File: src/rtl/shift_normalizer.sv
`default_nettype none
// ============================================================================
// Module   : shift_normalizer
// Purpose  : Multi-cycle normalizer. Shifts a latched operand one bit per
//            cycle until its leading one (left mode) or trailing one (right
//            mode) reaches the edge, then reports the normalized value and
//            the number of single-bit shifts applied.
// Ports    : clk    - system clock, rising edge
//            rst_n  - asynchronous active-low reset
//            start  - request pulse, sampled only in IDLE
//            left   - 1 = normalize toward MSB, 0 = toward LSB (latched)
//            a      - operand (latched with start)
//            busy   - high while shifting
//            done   - one-cycle completion pulse
//            out    - normalized result
//            count  - number of single-bit shifts applied
//            zero   - operand was all-zero
// Revision : 1.0 - initial release
// ============================================================================
module shift_normalizer #(
    parameter int WIDTH = 16,
    parameter int CNT_W = 5
) (
    input  logic             clk,
    input  logic             rst_n,
    input  logic             start,
    input  logic             left,
    input  logic [WIDTH-1:0] a,
    output logic             busy,
    output logic             done,
    output logic [WIDTH-1:0] out,
    output logic [CNT_W-1:0] count,
    output logic             zero
);

    localparam logic [1:0] S_IDLE  = 2'd0;
    localparam logic [1:0] S_SHIFT = 2'd1;
    localparam logic [1:0] S_DONE  = 2'd2;

    localparam logic [CNT_W-1:0] c_width_cnt = CNT_W'(WIDTH);
    localparam logic [CNT_W-1:0] c_one_cnt   = CNT_W'(1);

    logic [1:0]       r_state;
    logic [WIDTH-1:0] r_sreg;
    logic             r_dir;
    logic [CNT_W-1:0] r_cnt;
    logic [WIDTH-1:0] r_out;
    logic [CNT_W-1:0] r_count;
    logic             r_zero;

    logic [1:0]       w_state_nx;
    logic [WIDTH-1:0] w_sreg_nx;
    logic             w_dir_nx;
    logic [CNT_W-1:0] w_cnt_nx;
    logic [WIDTH-1:0] w_out_nx;
    logic [CNT_W-1:0] w_count_nx;
    logic             w_zero_nx;
    logic             w_edge;

    // Bit that must be set for the operand to count as normalized.
    assign w_edge = r_dir ? r_sreg[WIDTH-1] : r_sreg[0];

    always_ff @(posedge clk or negedge rst_n) begin
        if (!rst_n) begin
            r_state <= S_IDLE;
            r_sreg  <= '0;
            r_dir   <= 1'b0;
            r_cnt   <= '0;
            r_out   <= '0;
            r_count <= '0;
            r_zero  <= 1'b0;
        end else begin
            r_state <= w_state_nx;
            r_sreg  <= w_sreg_nx;
            r_dir   <= w_dir_nx;
            r_cnt   <= w_cnt_nx;
            r_out   <= w_out_nx;
            r_count <= w_count_nx;
            r_zero  <= w_zero_nx;
        end
    end

    always_comb begin
        w_state_nx = r_state;
        w_sreg_nx  = r_sreg;
        w_dir_nx   = r_dir;
        w_cnt_nx   = r_cnt;
        w_out_nx   = r_out;
        w_count_nx = r_count;
        w_zero_nx  = r_zero;

        case (r_state)
            S_IDLE: begin
                if (start) begin
                    w_sreg_nx  = a;
                    w_dir_nx   = left;
                    w_cnt_nx   = '0;
                    w_state_nx = S_SHIFT;
                end
            end
            S_SHIFT: begin
                // Zero check takes priority: an all-zero operand never
                // produces an edge bit and would otherwise shift forever.
                if (r_sreg == '0) begin
                    w_out_nx   = '0;
                    w_count_nx = c_width_cnt;
                    w_zero_nx  = 1'b1;
                    w_state_nx = S_DONE;
                end else if (w_edge) begin
                    w_out_nx   = r_sreg;
                    w_count_nx = r_cnt;
                    w_zero_nx  = 1'b0;
                    w_state_nx = S_DONE;
                end else begin
                    w_sreg_nx = r_dir ? (r_sreg << 1) : (r_sreg >> 1);
                    // A nonzero operand terminates within WIDTH-1 shifts,
                    // so this increment cannot wrap.
                    w_cnt_nx  = r_cnt + c_one_cnt;
                end
            end
            S_DONE: begin
                w_state_nx = S_IDLE;
            end
            default: begin
                w_state_nx = S_IDLE;
            end
        endcase
    end

    assign busy  = (r_state == S_SHIFT);
    assign done  = (r_state == S_DONE);
    assign out   = r_out;
    assign count = r_count;
    assign zero  = r_zero;

endmodule
`default_nettype wire
File: config.mk
export PLATFORM = sky130hd
export DESIGN_NAME = shift_normalizer
export DESIGN_NICKNAME = d
export VERILOG_FILES = /design/src/rtl/shift_normalizer.sv
export SDC_FILE = /design/constraint.sdc
export NUM_CORES = 1
export LEC_CHECK = 0
export CAP_MARGIN = 15
export CORE_ASPECT_RATIO = 1.1
export CORE_MARGIN = 2
export CORE_UTILIZATION = 30
export DETAILED_ROUTE_END_ITERATION = 8
export DONT_BUFFER_PORTS = 1
export PLACE_DENSITY = 0.43
export SYNTH_ARGS = -nofsm -noshare
export SYNTH_HDL_FRONTEND = slang
export SYNTH_SLANG_ARGS = --single-unit
export TNS_END_PERCENT = 100
File: constraint.sdc
create_clock -name clk -period 3.48 [get_ports clk]
set_clock_uncertainty 0.05 [all_clocks]
set_input_delay 0.348 -clock clk [delete_from_list [all_inputs] [get_ports clk]]
set_output_delay 0.348 -clock clk [all_outputs]
set_load 0.005 [all_outputs]
==> results.sh <==
export IMPL_status="completed"
export IMPL_area_growth_pct=9.41
export IMPL_worst_slew_pin_slew_ns=0.587
export IMPL_synth_seq_area_share_pct=52.8
export IMPL_p_comb_share_pct=40.2
export IMPL_setup_worst_path_class="reg2reg"
export IMPL_io_pins=44
export IMPL_synth_flop_cell="dfrtp_1"
export IMPL_worstPathArrival_ns=2.41
export IMPL_cts_buffers=5
export IMPL_synth_edff_count=0
export IMPL_coreArea_um2=7050
export IMPL_row_count=32
export IMPL_synthCells=201
export IMPL_yosysWarningCount=0
export IMPL_p_per_area_nw_per_um2=968
export IMPL_min_period_over_period_pct=65.5
export IMPL_drtAntennaViolNets=0
export IMPL_chipHeight_um=93.4
export IMPL_worstPathMaxFanout=21
export IMPL_grt_pass1_wl_um=9250
export IMPL_synthTopCellsByCount="dfrtp_1, nand2_1, o21ai_0"
export IMPL_synth_area_um2=2180
export IMPL_ys_seq_elements=46
export IMPL_yosysUniqueCellTypes=36
export IMPL_rsz0062_at_grt="false"
export IMPL_critPathLaunchType="register"
export IMPL_switchingPower_w=0.000963
export IMPL_postCtsHoldBufs=2
export IMPL_dieArea_um2=7960
export IMPL_drv_slew=0
export IMPL_h_tree_depth=2
export IMPL_initial_core_util_pct=30.9
export IMPL_power_internal_w=0.00134
export IMPL_slew_limit_headroom_pct=60.7
export IMPL_vias=1585
export IMPL_critPathSlowestCell="nor4_1"
export IMPL_routedWlPerCell_um=19.5
export IMPL_grt_max_degree=47
export IMPL_yosys_cell_count_top_type="dfrtp_1"
export IMPL_grt_pass1_vias=1642
export IMPL_crit_required_ns=3.61
export IMPL_fmax_ghz=0.439
export IMPL_cts_tree="done"
export IMPL_worstSetupEndpointType="register"
export IMPL_antenna_cells=0
export IMPL_synthArstFlopShare_pct=100
export IMPL_io_buffers=0
export IMPL_first_iter_violations=80
export IMPL_gp_congestion=0.748
export IMPL_yosys_area_top_type="dfrtp_1"
export IMPL_layout_drive_gt1_share_pct=15.3
export IMPL_globalRouteTotalUtil_pct=15.0
export IMPL_synthTopCellsByArea="dfrtp_1, mux2i_1, mux2_2"
export IMPL_clock_latency_ns=0.29
export IMPL_clk_pin_slew_ns=0.09
export IMPL_drv_cap=0
export IMPL_cpPeakStageDelay_ns=0.53
export IMPL_die_w_um=85.3
export IMPL_place_area_um2=2260
export IMPL_crit_chain="nor4_1 > a41o_2 > nand2_2 > mux2_1"
export IMPL_nFillCells=726
export IMPL_p_leak_nw=1.02
export IMPL_avgViaCountPerCell=5.50
export IMPL_nets=223
export IMPL_clock_sinks=46
export IMPL_antenna_found_initial=0
export IMPL_grt_overflow=0
export IMPL_switching_share_pct=41.7
export IMPL_root_buffer="clkbuf_8"
export IMPL_cts_setup_buffers=0
export IMPL_first_pass_iters=4
export IMPL_hold_viol=0
export IMPL_totalWireLength_um=5630
export IMPL_fin_area_um2=2380
export IMPL_drcViolationCount=0
export IMPL_place_hpwl_um=3860
export IMPL_fin_hold_ws_ns=0.109
export IMPL_fin_crit_ns=2.28
export IMPL_synth_nets=222
export IMPL_setup_violations=0
export IMPL_synth_avg_cell_area_um2=10.8
export IMPL_tns_ns=0
export IMPL_synth_top_cell_area_share_pct=52.8
export IMPL_cts_buffer_depth=2
export IMPL_hold_class="in2reg"
export IMPL_clock_power_share_pct=14.8
export IMPL_ir_drop_mv=0.301
export IMPL_ctsResizeCount=0
export IMPL_p_seq_share_pct=44.9
==> sequential cells by signal (all words and copies together), names as in the netlist <==
register and flops:
out 16, r_sreg 16, count 5, r_cnt 5, r_state 2, r_dir 1
zero 1
==> cell families (layout without fill, tap and decap cells) <==
group	Yosys count	count (layout)	synth area share (%)
AO/OA/AOI/OAI	48	48	13.1
adder cells (fa/ha/maj)	1	1	0.574
buffers and inverters	16	18	3.85
flip-flops	46	46	52.8
multiplexers	33	33	16.8
AND/OR/NAND/NOR	57	57	12.9
==> worst paths after layout <==
| kind | to | startpoint | slack (ns) | cells past startpoint |
|---|---|---|---|---|
| hold reg to reg | out[5]$_DFFE_PN0P_ | out[5]$_DFFE_PN0P_ | 0.48 | 1 |
| hold / removal | r_dir$_DFFE_PN0P_ | left | 0.11 | 2 |
| setup / recovery | out[6]$_DFFE_PN0P_ | r_sreg[14]$_DFFE_PN0P_ | 1.20 | 4 |
| min in group asynchronous | r_sreg[10]$_DFFE_PN0P_ | rst_n | 0.49 | 2 |
| max in group asynchronous | r_cnt[1]$_DFFE_PN0P_ | rst_n | 2.67 | 2 |
| setup reg to reg | out[6]$_DFFE_PN0P_ | r_sreg[14]$_DFFE_PN0P_ | 1.20 | 4 |
==> per-layer routing <==
metal / GRT usage, % / up-vias / routed length, um
met1: 19.9 / 801 / 2550
met5: 0 / - / 0
met2: 23.1 / 43 / 2630
met4: 5.16 / 0 / 68
met3: 4.77 / 6 / 374
li1: - / 735 / -
==> power groups by stage <==
stage	Combinational, W	Sequential [W]	Clock, W
final	0.000929	0.00104	0.000342
after global placement	0.000908	0.00105	0
after global routing	0.00104	0.00108	0.000373
after detailed placement	0.000923	0.00105	0
after CTS	0.000945	0.00104	0.000353
after floorplan	0.000772	0.000945	0
==> per-stage QoR <==
step / instances / power, W / utilization [%] / worst slack, ns
5_1_grt: 288 / 0.00249 / 33.8 / 0.994
6_report: 288 / 0.00231 / 33.8 / 1.20
3_5_place_dp: 278 / 0.00198 / 32.0 / 1.20
4_1_cts: 288 / 0.00234 / 33.8 / 1.20
2_1_floorplan: 201 / 0.00172 / - / 1.65
3_3_place_gp: 277 / 0.00196 / 31.9 / 1.24
==> layout make-up <==
type / count / area [um2] / area share, %
sequential: 46 / 1150 / 48.3
multi-input combinational: 139 / 950 / 39.8
tap: 85 / 106 / 4.46
clock buffer: 7 / 86.3 / 3.62
timing repair buffer: 6 / 71.3 / 2.99
inverter: 4 / 15.0 / 0.630
clock inverter: 1 / 5.00 / 0.210
==> cell usage in the layout, fill, tap and decap left out, types with 2 or more instances in the layout <==
master,count
inv_1,3
nand3_1,4
nor2_1,4
dfrtp_1,46
mux2i_1,16
a22o_1,4
mux2_1,2
mux2_2,11
o21ai_0,19
nand2b_1,2
a21oi_1,16
mux2_4,4
clkbuf_8,6
nand2_1,20
nor4_1,5
a22oi_1,2
nor3_1,14
buf_4,3
==> worst max-delay path: cells and delay by family (launching register included) <==
| family | cells | cell delay [ns] |
|---|---|---|
| and+or+nand+nor | 2 | 0.88 |
| DFF | 1 | 0.45 |
| muxes | 1 | 0.45 |
| AOI/OAI and AO/OA | 1 | 0.33 |
Power figures use the tool's default switching activity.
